$ cat src/rtl/uart_bus_slave.sv
// Memory-mapped UART: DATA/STATUS registers on the CPU data bus, 4-entry TX FIFO,
// 8N1 transmitter and receiver sharing a single clock-derived baud divisor.
module uart_bus_slave #(
    parameter int unsigned CLK_FREQ = 50000000,
    parameter int unsigned BAUD     = 9600
) (
    input  logic        clk,
    input  logic        rst,
    input  logic        bus_ce_i,
    input  logic        bus_we_i,
    input  logic [31:0] bus_addr_i,
    input  logic [3:0]  bus_sel_i,
    input  logic [31:0] bus_data_i,
    output logic [31:0] bus_data_o,
    output logic        txd,
    input  logic        rxd
);

    localparam int unsigned DIV     = CLK_FREQ / BAUD;
    localparam int unsigned CW      = (DIV > 1) ? $clog2(DIV) : 1;
    localparam logic [CW-1:0] DIV_M1  = CW'(DIV - 1);
    localparam logic [CW-1:0] HALF_M1 = CW'((DIV >= 2) ? (DIV / 2 - 1) : 0);

    localparam logic [31:0] ADDR_DATA   = 32'hBFD0_03F8;
    localparam logic [31:0] ADDR_STATUS = 32'hBFD0_03FC;

    localparam logic [1:0] S_IDLE  = 2'd0;
    localparam logic [1:0] S_START = 2'd1;
    localparam logic [1:0] S_DATA  = 2'd2;
    localparam logic [1:0] S_STOP  = 2'd3;

    logic          sel_data, sel_status, data_read;
    logic          push_req, push_ok, tx_pop, tx_not_full;
    logic [7:0]    fifo_mem [4];
    logic [1:0]    wr_ptr, rd_ptr;
    logic [2:0]    fifo_count;

    logic [1:0]    tx_state;
    logic [CW-1:0] tx_cnt;
    logic [2:0]    tx_bit;
    logic [7:0]    tx_shift;

    logic          rx_s1, rx_s2;
    logic [1:0]    rx_state;
    logic [CW-1:0] rx_cnt;
    logic [2:0]    rx_bit;
    logic [7:0]    rx_shift;
    logic [7:0]    rx_byte;
    logic          rx_valid;

    logic          unused_bits;
    assign unused_bits = ^{bus_sel_i[3:1], bus_data_i[31:8]};

    assign sel_data    = bus_ce_i && (bus_addr_i == ADDR_DATA);
    assign sel_status  = bus_ce_i && (bus_addr_i == ADDR_STATUS);
    assign data_read   = sel_data && !bus_we_i;
    assign tx_not_full = (fifo_count != 3'd4);
    assign tx_pop      = (tx_state == S_IDLE) && (fifo_count != 3'd0);
    assign push_req    = sel_data && bus_we_i && bus_sel_i[0];
    // A full FIFO still accepts a push when the transmitter pops in the same cycle.
    assign push_ok     = push_req && (tx_not_full || tx_pop);

    always_comb begin
        bus_data_o = '0;
        if (bus_ce_i && !bus_we_i) begin
            if (sel_data)
                bus_data_o = {24'b0, rx_byte};
            else if (sel_status)
                bus_data_o = {30'b0, rx_valid, tx_not_full};
        end
    end

    always_ff @(posedge clk) begin
        if (!rst && push_ok)
            fifo_mem[wr_ptr] <= bus_data_i[7:0];
    end

    always_ff @(posedge clk) begin
        if (rst) begin
            wr_ptr     <= '0;
            rd_ptr     <= '0;
            fifo_count <= '0;
        end else begin
            if (push_ok)
                wr_ptr <= wr_ptr + 2'd1;
            if (tx_pop)
                rd_ptr <= rd_ptr + 2'd1;
            case ({push_ok, tx_pop})
                2'b10:   fifo_count <= fifo_count + 3'd1;
                2'b01:   fifo_count <= fifo_count - 3'd1;
                default: fifo_count <= fifo_count;
            endcase
        end
    end

    always_ff @(posedge clk) begin
        if (rst) begin
            tx_state <= S_IDLE;
            tx_cnt   <= '0;
            tx_bit   <= '0;
            tx_shift <= '0;
            txd      <= 1'b1;
        end else begin
            // txd is registered from the current state, so the line lags the FSM by one cycle.
            case (tx_state)
                S_START: txd <= 1'b0;
                S_DATA:  txd <= tx_shift[tx_bit];
                default: txd <= 1'b1;
            endcase
            case (tx_state)
                S_IDLE: begin
                    if (tx_pop) begin
                        tx_shift <= fifo_mem[rd_ptr];
                        tx_state <= S_START;
                        tx_cnt   <= DIV_M1;
                    end
                end
                S_START: begin
                    if (tx_cnt == '0) begin
                        tx_state <= S_DATA;
                        tx_cnt   <= DIV_M1;
                        tx_bit   <= '0;
                    end else
                        tx_cnt <= tx_cnt - CW'(1);
                end
                S_DATA: begin
                    if (tx_cnt == '0) begin
                        tx_cnt <= DIV_M1;
                        if (tx_bit == 3'd7)
                            tx_state <= S_STOP;
                        else
                            tx_bit <= tx_bit + 3'd1;
                    end else
                        tx_cnt <= tx_cnt - CW'(1);
                end
                default: begin
                    if (tx_cnt == '0) begin
                        tx_state <= S_IDLE;
                        tx_cnt   <= DIV_M1;
                    end else
                        tx_cnt <= tx_cnt - CW'(1);
                end
            endcase
        end
    end

    always_ff @(posedge clk) begin
        if (rst) begin
            rx_s1    <= 1'b1;
            rx_s2    <= 1'b1;
            rx_state <= S_IDLE;
            rx_cnt   <= '0;
            rx_bit   <= '0;
            rx_shift <= '0;
            rx_byte  <= '0;
            rx_valid <= 1'b0;
        end else begin
            rx_s1 <= rxd;
            rx_s2 <= rx_s1;
            // A completing byte below overrides this clear when both land on one edge.
            if (data_read)
                rx_valid <= 1'b0;
            case (rx_state)
                S_IDLE: begin
                    if (!rx_s2) begin
                        rx_state <= S_START;
                        rx_cnt   <= HALF_M1;
                    end
                end
                S_START: begin
                    if (rx_cnt == '0) begin
                        rx_cnt   <= DIV_M1;
                        rx_bit   <= '0;
                        rx_state <= rx_s2 ? S_IDLE : S_DATA;
                    end else
                        rx_cnt <= rx_cnt - CW'(1);
                end
                S_DATA: begin
                    if (rx_cnt == '0) begin
                        rx_shift <= {rx_s2, rx_shift[7:1]};
                        rx_cnt   <= DIV_M1;
                        if (rx_bit == 3'd7)
                            rx_state <= S_STOP;
                        else
                            rx_bit <= rx_bit + 3'd1;
                    end else
                        rx_cnt <= rx_cnt - CW'(1);
                end
                default: begin
                    if (rx_cnt == '0) begin
                        if (rx_s2) begin
                            rx_byte  <= rx_shift;
                            rx_valid <= 1'b1;
                        end
                        rx_state <= S_IDLE;
                        rx_cnt   <= DIV_M1;
                    end else
                        rx_cnt <= rx_cnt - CW'(1);
                end
            endcase
        end
    end

endmodule

$ cat config.mk
export PLATFORM = sky130hd
export DESIGN_NAME = uart_bus_slave
export DESIGN_NICKNAME = d
export VERILOG_FILES = /design/src/rtl/uart_bus_slave.sv
export SDC_FILE = /design/constraint.sdc
export NUM_CORES = 1
export LEC_CHECK = 0
export ABC_AREA = 1
export CELL_PAD_IN_SITES_DETAIL_PLACEMENT = 0
export CELL_PAD_IN_SITES_GLOBAL_PLACEMENT = 1
export CORE_MARGIN = 8
export CORE_UTILIZATION = 28
export DETAILED_ROUTE_END_ITERATION = 16
export GPL_ROUTABILITY_DRIVEN = 0
export HOLD_SLACK_MARGIN = 0.08
export PLACE_DENSITY_LB_ADDON = 0.2
export REMOVE_ABC_BUFFERS = 1
export SLEW_MARGIN = 25
export SYNTH_ARGS = -nofsm -noshare
export SYNTH_HDL_FRONTEND = slang
export SYNTH_SLANG_ARGS = --single-unit
$ cat constraint.sdc
create_clock -name clk -period 2.4 [get_ports clk]
set_input_delay 0.48 -clock clk [delete_from_list [all_inputs] [get_ports clk]]
set_output_delay 0.48 -clock clk [all_outputs]
set_load 0.02 [all_outputs]
-- After elaboration in Yosys (flattened, before gate mapping)
Memories as Yosys holds them, arrays and structs flattened. A register that Yosys moved wholly into a read port is not among the register bits.
Cells that the tools add are included.
- add/sub/neg operators: 8
- $lt $le $gt $ge: 1
- equality and inequality tests: 21
- multiplexer cells: 40
- bitwise logic cells: 1
- reduce and logical (&&, ||, !) cells: 30
- operators by type and width (kind ; count):
    two-way mux 13 bit ; 6
    equality test 32 bit, second input constant ; 2
    logical NOT 13 bit ; 2
    subtractor 13 x 1 -> 13 bit, second input constant ; 2
    two-way mux 2 bit ; 12
    != test 2 bit, second input constant ; 10
    two-way mux 3 bit ; 6
    one-hot mux 3 bit (2 select lines) ; 3
    two-way mux 8 bit ; 2
    one-hot mux 2 bit (3 select lines) ; 2
    AND reduction 5 bit ; 2
    nonzero test 2 bit ; 5
    adder 3 x 1 -> 3 bit, second input constant ; 3
    logical AND 1 bit ; 9
    AND reduction 4 bit ; 2
    two-way mux 1 bit ; 7
    equality test 2 x 1 -> 1 bit, second input constant ; 3
    equality test 2 bit, second input constant ; 3
    equality test 3 bit, second input constant ; 2
    adder 2 x 1 -> 2 bit, second input constant ; 2
    logical NOT 2 bit ; 2
    less-than comparator 3 x 4 -> 1 bit, second input constant ; 1
    AND reduction 2 bit ; 2
    binary-select mux 1 bit (select 3 bit) ; 1
    9 further kinds ; 10
- flip-flop bits (word level): 63
- bits in writable memories: 32
- input port bits: 73
- output and inout bits: 33
- logic and storage cells: 117
- memories kept: 1
- memories (memory ; depth ; width ; rd ports ; clocked after Yosys merged registers in ; write ports ; line ; RTL):
    fifo_mem ; 4 ; 8 ; 1 ; 1 ; 1 ; 34 ; logic [7:0] fifo_mem [4];

-- Depth between registers and ports, before layout
Gate-level depths: netlist of the first run.
- word-level depth: 8
- depth in mapped cells: 14

-- Worst setup path before layout of the first run
Ideal clock, no wire load.
- path kind: input to register
- start point: input bus_addr_i[15]
- end point: memory fifo_mem[0][0], enable pin
- library setup time: 0.371 ns
- data arrival time: 1.670 ns
- required time: 2.029 ns
- slack: 0.359 ns
- stages on the path: 8
- path through: or2_1 nor2_1 nand2_1 nor2_2 nand3_2 nor2_4 nand2_1 nor2_1
- cells in the longest elaborated chain, start to end: 8
- ends and longest elaborated chain (element ; line ; RTL):
    start, declared ; 11 ; input logic [31:0] bus_addr_i,
    equality test 32 bit ; 54 ; assign sel_data = bus_ce_i && (bus_addr_i == ADDR_DATA);
    logical AND 1 bit ; 54 ;
    logical AND 1 bit (2 in series) ; 59 ; assign push_req = sel_data && bus_we_i && bus_sel_i[0];
    logical AND 1 bit ; 61 ; assign push_ok = push_req && (tx_not_full || tx_pop);
    logical AND 1 bit ; 74 ; if (!rst && push_ok)
    two-way mux 1 bit ; 74 ;
    two-way mux 1 bit (not written as such) ; 75 ; fifo_mem[wr_ptr] <= bus_data_i[7:0];
    end, declared ; 34 ;
No other way between the ends.

-- Worst setup path in the final report of the first run
- start point: input bus_addr_i[19]
- end point: output bus_data_o[1]
- cells in the longest elaborated chain, start to end: 5
- ends and longest elaborated chain (element ; line ; RTL):
    equality test 32 bit ; 55 ; assign sel_status = bus_ce_i && (bus_addr_i == ADDR_STATUS);
    logical AND 1 bit ; 55 ;
    two-way mux 2 bit ; 68 ; else if (sel_status)
    two-way mux 8 bit (*) ; 66 ; if (sel_data)
    two-way mux 8 bit (*) ; 65 ; if (bus_ce_i && !bus_we_i) begin
    end, declared ; 14 ; output logic [31:0] bus_data_o,
Every way passes the cells marked *; elsewhere a longest branch is shown, timed or not.

==> reports/summary.txt, run 1 <==
===============================================================================
Met1 WL                                                                 5080 µm
Gate count after technology mapping                                         617
#FFs+latches synth                                                          103
Worst Skew                                                           0.00608 ns
Insertion delay of the later-clocked pin in the worst-skew pair         0.35 ns
Routed wirelength normalized by instance count                          12.3 µm
Yosys warnings                                                                0
Vertical extent of the die                                               150 µm
Worst-case headroom to the max-slew limit                                 55.7%
Hold Path Cell Cnt                                                            1
Site row count                                                               49
Clock transition at the registers of the reported paths                 0.07 ns
Hold path start                                                    rx_s1$_SDFF_PP1_
Number of endpoints with negative hold slack in the final report              0
Number of nets in the layout                                                770
Min-delay worst type                                                    reg2reg
Antenna-violating nets left                                                   0
CTS Buf Count                                                                 9
Global router's overall resource usage                                    10.4%
Pin count of the biggest net entering global routing                         41
Classification of the worst setup path                                   in2out
Area growth, synth to finish                                              21.4%
Filler cell count in the final layout                                      1891
Minimum setup slack among reg-to-reg paths                              0.47 ns
Total length of routed met3 wires                                        445 µm
Number of inserted diodes                                                     0
Terminating pin of the worst hold path                             rx_s2$_SDFF_PP1_
Netlist cell types                                                           43
Global-route wire length before repair                                 18700 µm
Run status                                                         complete, no violations
Top Metal Used                                                             met4
Number of synthesized flops with an enable pin                               32
Footprint of the flip-flops and latches                             0.00238 mm²
Crit path setup slack, layout                                         0.0442 ns
Buffers on Ports                                                             54
End of the worst register-to-register path                         fifo_count[2]$_SDFFE_PP0P_
Portion of the post-synthesis area used by sequential elements            47.6%
I/O pin cnt                                                                 106
Logic depth of the worst register-to-register path                           11
Placeable core region                                                0.0178 mm²
Required time of the critical path                                      1.92 ns
CP startpoint kind                                                 primary input
Vias per Instance                                                          4.33
Maximum clock rate                                                      424 MHz
Setup Viol. Count Final                                                       0
DR DRC count                                                                  0
Vias after detailed routing                                                3973
Peak supply drop                                                       0.440 mV
Dpl hpwl                                                                8400 µm
Root buffer cell                                                   sky130_fd_sc_hd__clkbuf_16
Share of flip-flops with an asynchronous set or reset                        0%
First-pass DRT Iterations                                                     4
Critical register-to-register path startpoint                      tx_state[0]$_SDFFE_PP0P_
Transition time at the pin with the least slew margin                  0.659 ns
Die Wd                                                                   150 µm
Vias in the first global route                                             3908
Total power                                                             6.33 mW
Areal power density over the cells                                  1040 mW/mm²
Arrival time at the worst endpoint                                      1.88 ns
Overall routed net length                                              11300 µm
CTS H-tree lvls                                                               3
End-of-flow core utilization                                              34.2%
CP Capture Type                                                    primary output
Antenna violations before repair                                              0
TritonCTS clock tree                                                      built
Fin. max-slew vios                                                            0
Initial Utilization                                                       28.2%
Syn_area_per_cell                                                      8.12 µm²
Pre-CTS setup slack                                                   -0.611 ns
Buffers inserted during post-CTS setup optimization                           0
Total met2 wirelength after detailed routing                            5640 µm
Layout cells sized above 1                                                11.2%
Grt total ovfl                                                                0
Fin Setup TNS                                                              0 ns
Final critical delay including setup and external delays                2.36 ns
Total Die Area                                                       0.0224 mm²
Leakage component of the power                                          2.51 nW
Multi-input gate area                                               0.00220 mm²
Clock tree sinks                                                            103
Synthesized cell area                                               0.00501 mm²
Count of maximum capacitance violations                                       0
WHS                                                                    0.417 ns
Top flip-flop cell by instance count after synthesis               sky130_fd_sc_hd__dfxtp_1
CP Max Fanout                                                                 2
Number of DRC markers in iteration 0                                        111
Worst-case clock buffer depth                                                 2
Period utilisation layout                                                 98.2%
===============================================================================
==> power breakdown <==
group	internal, mW	leakage (nW)	switching [mW]
Combinational	0.935	1.50	1.65
Clock	0.716	0.136	0.689
Sequential	2.10	0.868	0.236
Total	3.75	2.51	2.58
==> timing repair <==
action | in CTS | in global routing
endpoints found under the setup margin | 8 | 8
pin swaps | 17 | 14
hold buffers | 0 | 0
gates resized for setup | 58 | 10
gates cloned | 0 | 0
==> worst max-delay path, cell delays in order <==
cell and delay (ns):
sky130_fd_sc_hd__clkdlybuf4s50_1 0.40, sky130_fd_sc_hd__nor2_1 0.10, sky130_fd_sc_hd__nand4_1 0.11, sky130_fd_sc_hd__nor4_1 0.29
sky130_fd_sc_hd__buf_4 0.17, sky130_fd_sc_hd__nand2_2 0.04, sky130_fd_sc_hd__a21oi_2 0.15, sky130_fd_sc_hd__buf_6 0.14
==> routing by layer <==
metal,vias up,GRT usage (%)
met5,-,0
met4,0,3.30
met3,8,2.66
met2,51,18.7
met1,1795,11.7
li1,2119,-
==> cells in the final DEF (no fill, tap or decap), types with 3 or more instances in the layout <==
master	count
sky130_fd_sc_hd__nand2_1	90
sky130_fd_sc_hd__nor2_1	83
sky130_fd_sc_hd__dfxtp_1	71
sky130_fd_sc_hd__inv_1	67
sky130_fd_sc_hd__o21ai_0	52
sky130_fd_sc_hd__a21oi_1	51
sky130_fd_sc_hd__edfxtp_1	32
sky130_fd_sc_hd__nand3_1	31
sky130_fd_sc_hd__conb_1	24
sky130_fd_sc_hd__clkdlybuf4s50_1	24
sky130_fd_sc_hd__buf_4	18
sky130_fd_sc_hd__dlygate4sd2_1	16
sky130_fd_sc_hd__ha_1	13
sky130_fd_sc_hd__a31oi_1	10
sky130_fd_sc_hd__clkbuf_16	9
sky130_fd_sc_hd__nor2_2	7
sky130_fd_sc_hd__nand2_2	7
sky130_fd_sc_hd__nor3_1	6
sky130_fd_sc_hd__xor2_1	5
sky130_fd_sc_hd__dlymetal6s2s_1	5
sky130_fd_sc_hd__buf_2	5
sky130_fd_sc_hd__nand4_1	4
sky130_fd_sc_hd__inv_2	4
sky130_fd_sc_hd__a211oi_1	4
sky130_fd_sc_hd__nand2_4	3
sky130_fd_sc_hd__nor2_4	3
sky130_fd_sc_hd__or2_2	3
sky130_fd_sc_hd__xnor2_1	3
==> area by class of cell <==
type / count / area share (%)
inverters: 73 / 4.53
clock buffers: 9 / 3.71
well taps: 229 / 4.71
repair buffers: 72 / 10.8
clock inverters: 7 / 0.906
multi-input cells: 424 / 36.2
flip-flops and latches: 103 / 39.2
==> sequential cells by signal, summed over array words and instances (netlist names) <==
signal,flops
fifo_count,3
fifo_mem,32
rd_ptr,2
rx_bit,3
rx_byte,8
rx_cnt,13
rx_s1,1
rx_s2,1
rx_shift,8
rx_state,2
rx_valid,1
tx_bit,3
tx_cnt,13
tx_shift,8
tx_state,2
txd,1
wr_ptr,2
==> how the worst max path moves through the flow <==
stage / start / end / slack [ns] / cells after the start
floorplan: bus_addr_i[15] / fifo_mem[0][0]$_DFFE_PP_ / 0.34 / 8
global placement: bus_addr_i[15] / bus_data_o[7] / -0.60 / 10
detailed placement: bus_addr_i[15] / bus_data_o[2] / -0.61 / 10
CTS: bus_addr_i[0] / bus_data_o[1] / 0.003 / 10
global route: bus_addr_i[17] / bus_data_o[1] / -0.04 / 8
finish: bus_addr_i[19] / bus_data_o[1] / 0.04 / 8
==> synthesized netlist by cell type, types with 4 or more instances <==
| cell | count | area [µm²] |
|---|---|---|
| sky130_fd_sc_hd__nand2_1 | 93 | 349 |
| sky130_fd_sc_hd__nor2_1 | 84 | 315 |
| sky130_fd_sc_hd__dfxtp_1 | 71 | 1420 |
| sky130_fd_sc_hd__inv_1 | 68 | 255 |
| sky130_fd_sc_hd__a21oi_1 | 53 | 265 |
| sky130_fd_sc_hd__o21ai_0 | 52 | 260 |
| sky130_fd_sc_hd__edfxtp_1 | 32 | 961 |
| sky130_fd_sc_hd__nand3_1 | 31 | 155 |
| sky130_fd_sc_hd__buf_4 | 24 | 180 |
| sky130_fd_sc_hd__ha_1 | 13 | 163 |
| sky130_fd_sc_hd__a31oi_1 | 10 | 62.6 |
| sky130_fd_sc_hd__clkbuf_1 | 9 | 33.8 |
| sky130_fd_sc_hd__nor2_2 | 6 | 37.5 |
| sky130_fd_sc_hd__nor3_1 | 6 | 30.0 |
| sky130_fd_sc_hd__buf_2 | 5 | 25.0 |
| sky130_fd_sc_hd__nand2_2 | 5 | 31.3 |
| sky130_fd_sc_hd__xor2_1 | 5 | 43.8 |
| sky130_fd_sc_hd__a211oi_1 | 4 | 30.0 |
| sky130_fd_sc_hd__nand4_1 | 4 | 25.0 |
==> stage by stage <==
step	area, µm²	instances
finish	6080	917
global route	6080	917
CTS	6050	917
detailed placement	5810	901
global placement	5810	901
floorplan	4830	600
==> logic make-up after synthesis <==
logic type	count (synthesis)	share of synthesized area [%]
flip-flops	103	47.6
AND/OR/NAND/NOR	247	22.2
other	1	0.0749
buffers and inverters	113	10.7
XOR/XNOR	8	1.40
AO/OA/AOI/OAI	131	14.4
adder cells (fa/ha/maj)	14	3.65
Power figures use the tool's default switching activity.
==> run 2: changes to the inputs <==
--- a/config.mk
+++ b/config.mk
@@ -5,10 +5,9 @@
 export SDC_FILE = /design/constraint.sdc
 export NUM_CORES = 1
 export LEC_CHECK = 0
-export ABC_AREA = 1
 export CELL_PAD_IN_SITES_DETAIL_PLACEMENT = 0
 export CELL_PAD_IN_SITES_GLOBAL_PLACEMENT = 1
-export CORE_MARGIN = 8
+export CORE_MARGIN = 3
 export CORE_UTILIZATION = 28
 export DETAILED_ROUTE_END_ITERATION = 16
 export GPL_ROUTABILITY_DRIVEN = 0
@@ -19,3 +18,4 @@
 export SYNTH_ARGS = -nofsm -noshare
 export SYNTH_HDL_FRONTEND = slang
 export SYNTH_SLANG_ARGS = --single-unit
+export TNS_END_PERCENT = 30
==> reports/summary.txt, run 2 <==
================================================================================
Share of flip-flops with an asynchronous set or reset                         0%   unchanged
Yosys warnings                                                                 0   unchanged
CTS Buf Count                                                                  9   unchanged
Leading post-synthesis cells by instance count                      sky130_fd_sc_hd__nand2_1 (78), sky130_fd_sc_hd__dfxtp_1 (71), sky130_fd_sc_hd__a21oi_1 (48)   was sky130_fd_sc_hd__nand2_1 (93), sky130_fd_sc_hd__nor2_1 (84), sky130_fd_sc_hd__dfxtp_1 (71)
Unrepaired setup endpoints after global routing                              yes
Number of endpoints with negative hold slack in the final report               0   unchanged
Run status                                                          complete, but fails checks   was complete, no violations
Final critical delay including setup and external delays                 2.59 ns   was 2.36 ns
Xor and xnor area share after synthesis                                   0.529%   was 1.40%
Leakage component of the power                                           2.32 nW   was 2.51 nW
Areal power density over the cells                                    872 mW/mm²   was 1040 mW/mm²
Area share of and/or/nand/nor cells after synthesis                        22.7%   was 22.2%
Count of maximum capacitance violations                                        0   unchanged
Maximum clock rate                                                       386 MHz   was 424 MHz
DR DRC count                                                                   0   unchanged
Terminating pin of the worst hold path                              rx_s2$_SDFF_PP1_   unchanged
Reg with most FFs                                                       fifo_mem   unchanged
Layout cells sized above 1                                                 20.4%   was 11.2%
Portion of the post-synthesis area used by sequential elements             48.0%   was 47.6%
Synthesized cell area                                                0.00496 mm²   was 0.00501 mm²
#FFs+latches synth                                                           103   unchanged
Met1 usage in global routing                                               15.7%   was 11.7%
Registers with the most flip-flops                                  fifo_mem x32, rx_cnt x13, tx_cnt x13   unchanged
Top post-synthesis cells by area                                    sky130_fd_sc_hd__dfxtp_1 (29%), sky130_fd_sc_hd__edfxtp_1 (19%), sky130_fd_sc_hd__nand2_1 (5.9%)   was sky130_fd_sc_hd__dfxtp_1 (28%), sky130_fd_sc_hd__edfxtp_1 (19%), sky130_fd_sc_hd__nand2_1 (7.0%)
Grt total ovfl                                                                 0   unchanged
TritonCTS clock tree                                                       built   unchanged
Placeable core region                                                 0.0174 mm²   was 0.0178 mm²
Crit path setup slack, layout                                          -0.189 ns   was 0.0442 ns
Fin. max-slew vios                                                             0   unchanged
Period utilisation layout                                                   108%   was 98.2%
Min-delay worst type                                                     reg2reg   unchanged
Commonest non-fill, non-tap cell in the layout                      sky130_fd_sc_hd__nand2_1   unchanged
Critical register-to-register path startpoint                       tx_state[0]$_SDFFE_PP0P_   unchanged
Transition time at the pin with the least slew margin                   0.844 ns   was 0.659 ns
CTS H-tree lvls                                                                3   unchanged
Final non-filler cell area                                           0.00632 mm²   was 0.00608 mm²
CP Max Fanout                                                                  3   was 2
Hold Path Cell Cnt                                                             1   unchanged
Number of DRC markers in iteration 0                                         247   was 111
First-pass DRT Iterations                                                      4   unchanged
Total power                                                              5.51 mW   was 6.33 mW
End of the worst register-to-register path                          fifo_count[2]$_SDFFE_PP0P_   unchanged
Dpl hpwl                                                                 7940 µm   was 8400 µm
Number of nets in the layout                                                 674   was 770
Pin count of the biggest net entering global routing                          26   was 41
Logic depth of the worst register-to-register path                             6   was 11
Vias in the first global route                                              3685   was 3908
Global-route wire length before repair                                  18600 µm   was 18700 µm
Root buffer cell                                                    sky130_fd_sc_hd__clkbuf_16   unchanged
Gate count after technology mapping                                          508   was 617
Global routing met2 resource utilization                                   19.0%   was 18.7%
Setup Viol. Count Final                                                        9   was 0
Overall routed net length                                               11200 µm   was 11300 µm
WHS                                                                     0.413 ns   was 0.417 ns
Vias per Instance                                                           4.68   was 4.33
Initial Utilization                                                        28.6%   was 28.2%
Vias after detailed routing                                                 3825   was 3973
Die Wd                                                                    139 µm   was 150 µm
Antenna-violating nets left                                                    0   unchanged
Synth area leader                                                   sky130_fd_sc_hd__dfxtp_1   unchanged
I/O pin cnt                                                                  106   unchanged
Top flip-flop cell by instance count after synthesis                sky130_fd_sc_hd__dfxtp_1   unchanged
Worst Skew                                                             0.0107 ns   was 0.00608 ns
CP Capture Type                                                     primary output   unchanged
Commonest cells after routing, fill and taps aside                  sky130_fd_sc_hd__nand2_1 (77), sky130_fd_sc_hd__dfxtp_1 (71), sky130_fd_sc_hd__a21oi_1 (48)   was sky130_fd_sc_hd__nand2_1 (90), sky130_fd_sc_hd__nor2_1 (83), sky130_fd_sc_hd__dfxtp_1 (71)
Area growth, synth to finish                                               27.2%   was 21.4%
Routed wirelength normalized by instance count                           13.7 µm   was 12.3 µm
Clock transition at the registers of the reported paths                  0.08 ns   was 0.07 ns
Syn_area_per_cell                                                       9.77 µm²   was 8.12 µm²
Portion of netlist area occupied by mux cells                              6.33%   was 0%
Peak supply drop                                                        0.422 mV   was 0.440 mV
Global router's overall resource usage                                     11.7%   was 10.4%
Area fraction in compound gates after synthesis                            12.4%   was 14.4%
Fraction of post-synthesis cell area in the top cell type by area          28.6%   was 28.4%
Filler cell count in the final layout                                       1726   was 1891
End-of-flow core utilization                                               36.4%   was 34.2%
Classification of the worst setup path                                    in2out   unchanged
Area share of fa/ha/maj cells after synthesis                              3.68%   was 3.65%
Most numerous cell in the Yosys netlist                             sky130_fd_sc_hd__nand2_1   unchanged
Antenna violations before repair                                               0   unchanged
Clock tree sinks                                                             103   unchanged
Total Die Area                                                        0.0194 mm²   was 0.0224 mm²
Netlist cell types                                                            66   was 43
Worst-case clock buffer depth                                                  2   unchanged
Number of hold buffers added after cts                                         0   unchanged
Fin Setup TNS                                                           -1.29 ns   was 0 ns
Hold path start                                                     rx_s1$_SDFF_PP1_   unchanged
CP startpoint kind                                                  primary input   unchanged
Vertical extent of the die                                                139 µm   was 150 µm
Arrival time at the worst endpoint                                       2.11 ns   was 1.88 ns
Required time of the critical path                                       1.92 ns   about the same
Multi-input gate area                                                0.00246 mm²   was 0.00220 mm²
Violations in the final reports                                     negative setup slack
Number of inserted diodes                                                      0   unchanged
GRT Max-Usage Layer                                                         met2   unchanged
Footprint of the flip-flops and latches                              0.00238 mm²   unchanged
Insertion delay of the later-clocked pin in the worst-skew pair          0.35 ns   about the same
Minimum setup slack among reg-to-reg paths                               0.26 ns   was 0.47 ns
Dominant combinational cell family by area after synthesis          simple AND/OR/NAND/NOR gates   unchanged
Buffers on Ports                                                              54   unchanged
Instance area at placement                                           0.00590 mm²   was 0.00581 mm²
Worst-case headroom to the max-slew limit                                  43.5%   was 55.7%
Number of synthesized flops with an enable pin                                32   unchanged
Global routing usage on met3                                               2.66%   about the same
Flip-flop count of the largest register after layout                          32   unchanged
Site row count                                                                48   was 49
================================================================================
## run 2: changes by cell type in the layout (fill, tap and decap cells not counted), moves of 10 or more
cell,previous run,this run
sky130_fd_sc_hd__nand3_1,31,6
sky130_fd_sc_hd__nor2_1,83,42
sky130_fd_sc_hd__nand2_1,90,77
sky130_fd_sc_hd__o21ai_0,52,5
sky130_fd_sc_hd__or3_1,0,10
sky130_fd_sc_hd__inv_1,67,12
sky130_fd_sc_hd__mux4_2,0,10
sky130_fd_sc_hd__buf_4,18,33
sky130_fd_sc_hd__a311oi_1,0,13
## run 2: power by group
group          total, mW  switching, mW  internal [mW]  leakage (nW)
logic               1.82          0.995          0.823          1.30
registers           2.22          0.233           1.99         0.866
clock network       1.47          0.728          0.741         0.149
## run 2: timing repair
action                                  4_1_cts  5_1_grt
endpoints found under the setup margin       43       46
setup buffers                                 5        0
resized for setup                            94       11
pin swaps                                    18        6
gates cloned                                  0        0
## run 2: cells by family after synthesis
logic type      after synthesis
mux                          18
flops                       103
simple gates                214
fa+ha+maj                    14
xor+xnor                      3
compound gates               97
buf+inv                      58
other cells                   1
## run 2: metal layers
metal	routed length (µm)	share of wire (%)	up-vias
li1	-	-	1947
met2	5210	47	74
met4	171	1.5	0
met3	433	3.9	12
met5	0	0	-
met1	5370	48	1792
## run 2: worst max-delay path by stage
stage | start | end | slack (ns)
after floorplan | bus_addr_i[17] | bus_data_o[0] | -0.21
after global placement | bus_addr_i[17] | bus_data_o[7] | -1.03
after detailed placement | bus_addr_i[17] | bus_data_o[7] | -1.06
after CTS | bus_addr_i[18] | bus_data_o[7] | -0.22
after global routing | bus_addr_i[21] | bus_data_o[0] | -0.26
final | bus_addr_i[21] | bus_data_o[0] | -0.19
## run 2: layout make-up
cell class                 count  share of cell area, %
clock buffer                   9                   3.57
sequential                   103                   37.7
multi-input combinational    370                   38.9
inverter                      12                  0.713
clock inverter                 7                   1.15
tap                          225                   4.46
timing repair buffer          91                   13.5
## run 2: worst max-delay path, stage by stage
cell and delay, ns:
sky130_fd_sc_hd__buf_6 0.09, sky130_fd_sc_hd__or4bb_4 0.54, sky130_fd_sc_hd__nor4_4 0.30, sky130_fd_sc_hd__nand3_2 0.15
sky130_fd_sc_hd__buf_4 0.16, sky130_fd_sc_hd__a311oi_2 0.20, sky130_fd_sc_hd__buf_4 0.19
## run 2: per-stage QoR
step	cells	setup slack, ns
floorplan	485	-0.212
global placement	797	-1.03
detailed placement	797	-1.06
CTS	817	-0.221
global route	817	-0.257
finish	817	-0.189
==> run 3: changes to the inputs <==
--- a/config.mk
+++ b/config.mk
@@ -7,7 +7,6 @@
 export LEC_CHECK = 0
 export CELL_PAD_IN_SITES_DETAIL_PLACEMENT = 0
 export CELL_PAD_IN_SITES_GLOBAL_PLACEMENT = 1
-export CORE_MARGIN = 3
 export CORE_UTILIZATION = 28
 export DETAILED_ROUTE_END_ITERATION = 16
 export GPL_ROUTABILITY_DRIVEN = 0
==> reports/summary.txt, run 3 (synthesis results as in run 2) <==
===============================================================================
Run status                                                         complete, but fails checks   unchanged
Violations in the final reports                                    negative setup slack   unchanged
Maximum clock rate                                                      397 MHz   was 386 MHz
Clock transition at the registers of the reported paths                 0.07 ns   was 0.08 ns
Peak supply drop                                                       0.482 mV   was 0.422 mV
Pin count of the biggest net entering global routing                         38   was 26
Site row count                                                               48   unchanged
CTS H-tree lvls                                                               3   unchanged
Number of cells after detailed placement                                    790   was 797
Area growth, synth to finish                                              25.3%   was 27.2%
TritonCTS clock tree                                                      built   unchanged
Final non-filler cell area                                          0.00622 mm²   was 0.00632 mm²
Count of maximum capacitance violations                                       0   unchanged
Commonest non-fill, non-tap cell in the layout                     sky130_fd_sc_hd__nand2_1   unchanged
Worst-case headroom to the max-slew limit                                 45.1%   was 43.5%
I/O pin cnt                                                                 106   unchanged
Transition time at the pin with the least slew margin                  0.821 ns   was 0.844 ns
Number of endpoints with negative hold slack in the final report              0   unchanged
Setup Viol. Count Final                                                      41   was 9
Grt total ovfl                                                                0   unchanged
Vias per Instance                                                          4.78   was 4.68
Initial Utilization                                                       28.7%   was 28.6%
Unrepaired setup endpoints after global routing                             yes   unchanged
Classification of the worst setup path                                   in2out   unchanged
Areal power density over the cells                                   876 mW/mm²   was 872 mW/mm²
Overall routed net length                                              11000 µm   was 11200 µm
Final critical delay including setup and external delays                2.52 ns   was 2.59 ns
Instance area at placement                                          0.00583 mm²   was 0.00590 mm²
Total power                                                             5.45 mW   was 5.51 mW
First-pass DRT Iterations                                                     4   unchanged
DR DRC count                                                                  0   unchanged
CP Capture Type                                                    primary output   unchanged
Global router's overall resource usage                                    12.7%   was 11.7%
Die Wd                                                                   135 µm   was 139 µm
CP startpoint kind                                                 primary input   unchanged
Layout cells sized above 1                                                19.0%   was 20.4%
Dpl hpwl                                                                7770 µm   was 7940 µm
Reg with most FFs                                                      fifo_mem   unchanged
Root buffer cell                                                   sky130_fd_sc_hd__clkbuf_16   unchanged
Placeable core region                                                0.0173 mm²   was 0.0174 mm²
Total Die Area                                                       0.0183 mm²   was 0.0194 mm²
Number of inserted diodes                                                     0   unchanged
Insertion delay of the later-clocked pin in the worst-skew pair         0.36 ns   was 0.35 ns
Final non-filler cell total                                                 809   was 817
Number of hold buffers added after cts                                        0   unchanged
Number of DRC markers in iteration 0                                        184   was 247
Number of nets in the layout                                                666   was 674
Leakage component of the power                                          2.27 nW   was 2.32 nW
Required time of the critical path                                      1.92 ns   about the same
Routed wirelength normalized by instance count                          13.6 µm   was 13.7 µm
Fin Setup TNS                                                          -3.23 ns   was -1.29 ns
Antenna-violating nets left                                                   0   unchanged
Vias after detailed routing                                                3870   was 3825
Worst Skew                                                            0.0108 ns   was 0.0107 ns
Crit path setup slack, layout                                         -0.119 ns   was -0.189 ns
Vias in the first global route                                             3731   was 3685
Antenna violations before repair                                              0   unchanged
Flip-flop count of the largest register after layout                         32   unchanged
Footprint of the flip-flops and latches                             0.00238 mm²   unchanged
Period utilisation layout                                                  105%   was 108%
End-of-flow core utilization                                              36.0%   was 36.4%
Commonest cells after routing, fill and taps aside                 sky130_fd_sc_hd__nand2_1 (77), sky130_fd_sc_hd__dfxtp_1 (71), sky130_fd_sc_hd__a21oi_1 (48)   unchanged
Multi-input gate area                                               0.00244 mm²   was 0.00246 mm²
Global-route wire length before repair                                 18200 µm   was 18600 µm
Arrival time at the worst endpoint                                      2.04 ns   was 2.11 ns
Filler cell count in the final layout                                      1764   was 1726
Worst-case clock buffer depth                                                 2   unchanged
Registers with the most flip-flops                                 fifo_mem x32, rx_cnt x13, tx_cnt x13   unchanged
Buffers on Ports                                                             54   unchanged
Clock tree sinks                                                            103   unchanged
Fin. max-slew vios                                                            0   unchanged
CTS Buf Count                                                                 9   unchanged
Min-delay worst type                                                    reg2reg   unchanged
Vertical extent of the die                                               135 µm   was 139 µm
CP Max Fanout                                                                 6   was 3
===============================================================================
## run 3: path summary, 6_finish.rpt
check,from,to,slack [ns],cells after the start
worst max-delay path,bus_addr_i[17],bus_data_o[4],-0.12,8
worst min-delay path,rx_s1$_SDFF_PP1_,rx_s2$_SDFF_PP1_,0.41,1
worst max register to register,tx_cnt[0]$_SDFFE_PP0P_,tx_cnt[11]$_SDFFE_PP0P_,0.29,7
worst min register to register,rx_s1$_SDFF_PP1_,rx_s2$_SDFF_PP1_,0.41,1
## run 3: cell type report
type	instances	share of cell area, %
Timing Repair Buffer	83	12.3
Inverter	12	0.724
Clock buffer	9	3.62
Clock inverter	7	1.27
Tap cell	225	4.53
Sequential cell	103	38.3
Multi-Input combinational cell	370	39.3
## run 3: metrics by stage
step,hold slack [ns],worst slack [ns]
floorplan,0.389,-0.212
global placement,0.395,-1.10
detailed placement,0.396,-1.16
CTS,0.418,-0.264
global route,0.462,-0.224
finish,0.414,-0.119
## run 3: timing repair
action,4_1_cts,5_1_grt
gates resized for setup,89,14
setup buffers,2,1
pin swaps,12,9
endpoints found under the setup margin,43,46
## run 3: layer usage
metal | routed length, µm | vias to the layer above | track usage (%)
li1 | - | 1937 | -
met1 | 5150 | 1836 | 16.0
met2 | 5250 | 83 | 21.1
met3 | 341 | 14 | 2.10
met4 | 238 | 0 | 6.43
met5 | 0 | - | 0
## run 3: where the power goes
group          internal, mW  switching [mW]  leakage [nW]
clock network         0.746           0.733         0.150
registers              1.99           0.234         0.866
logic                 0.783           0.963          1.25
total                  3.52            1.93          2.27
## run 3: critical path, cell delays in order
cell	delay (ns)
sky130_fd_sc_hd__clkbuf_2	0.08
sky130_fd_sc_hd__or4b_4	0.54
sky130_fd_sc_hd__nor4_4	0.21
sky130_fd_sc_hd__buf_4	0.18
sky130_fd_sc_hd__nand3_4	0.12
sky130_fd_sc_hd__nor2_4	0.16
sky130_fd_sc_hd__and2_4	0.17
sky130_fd_sc_hd__buf_6	0.11
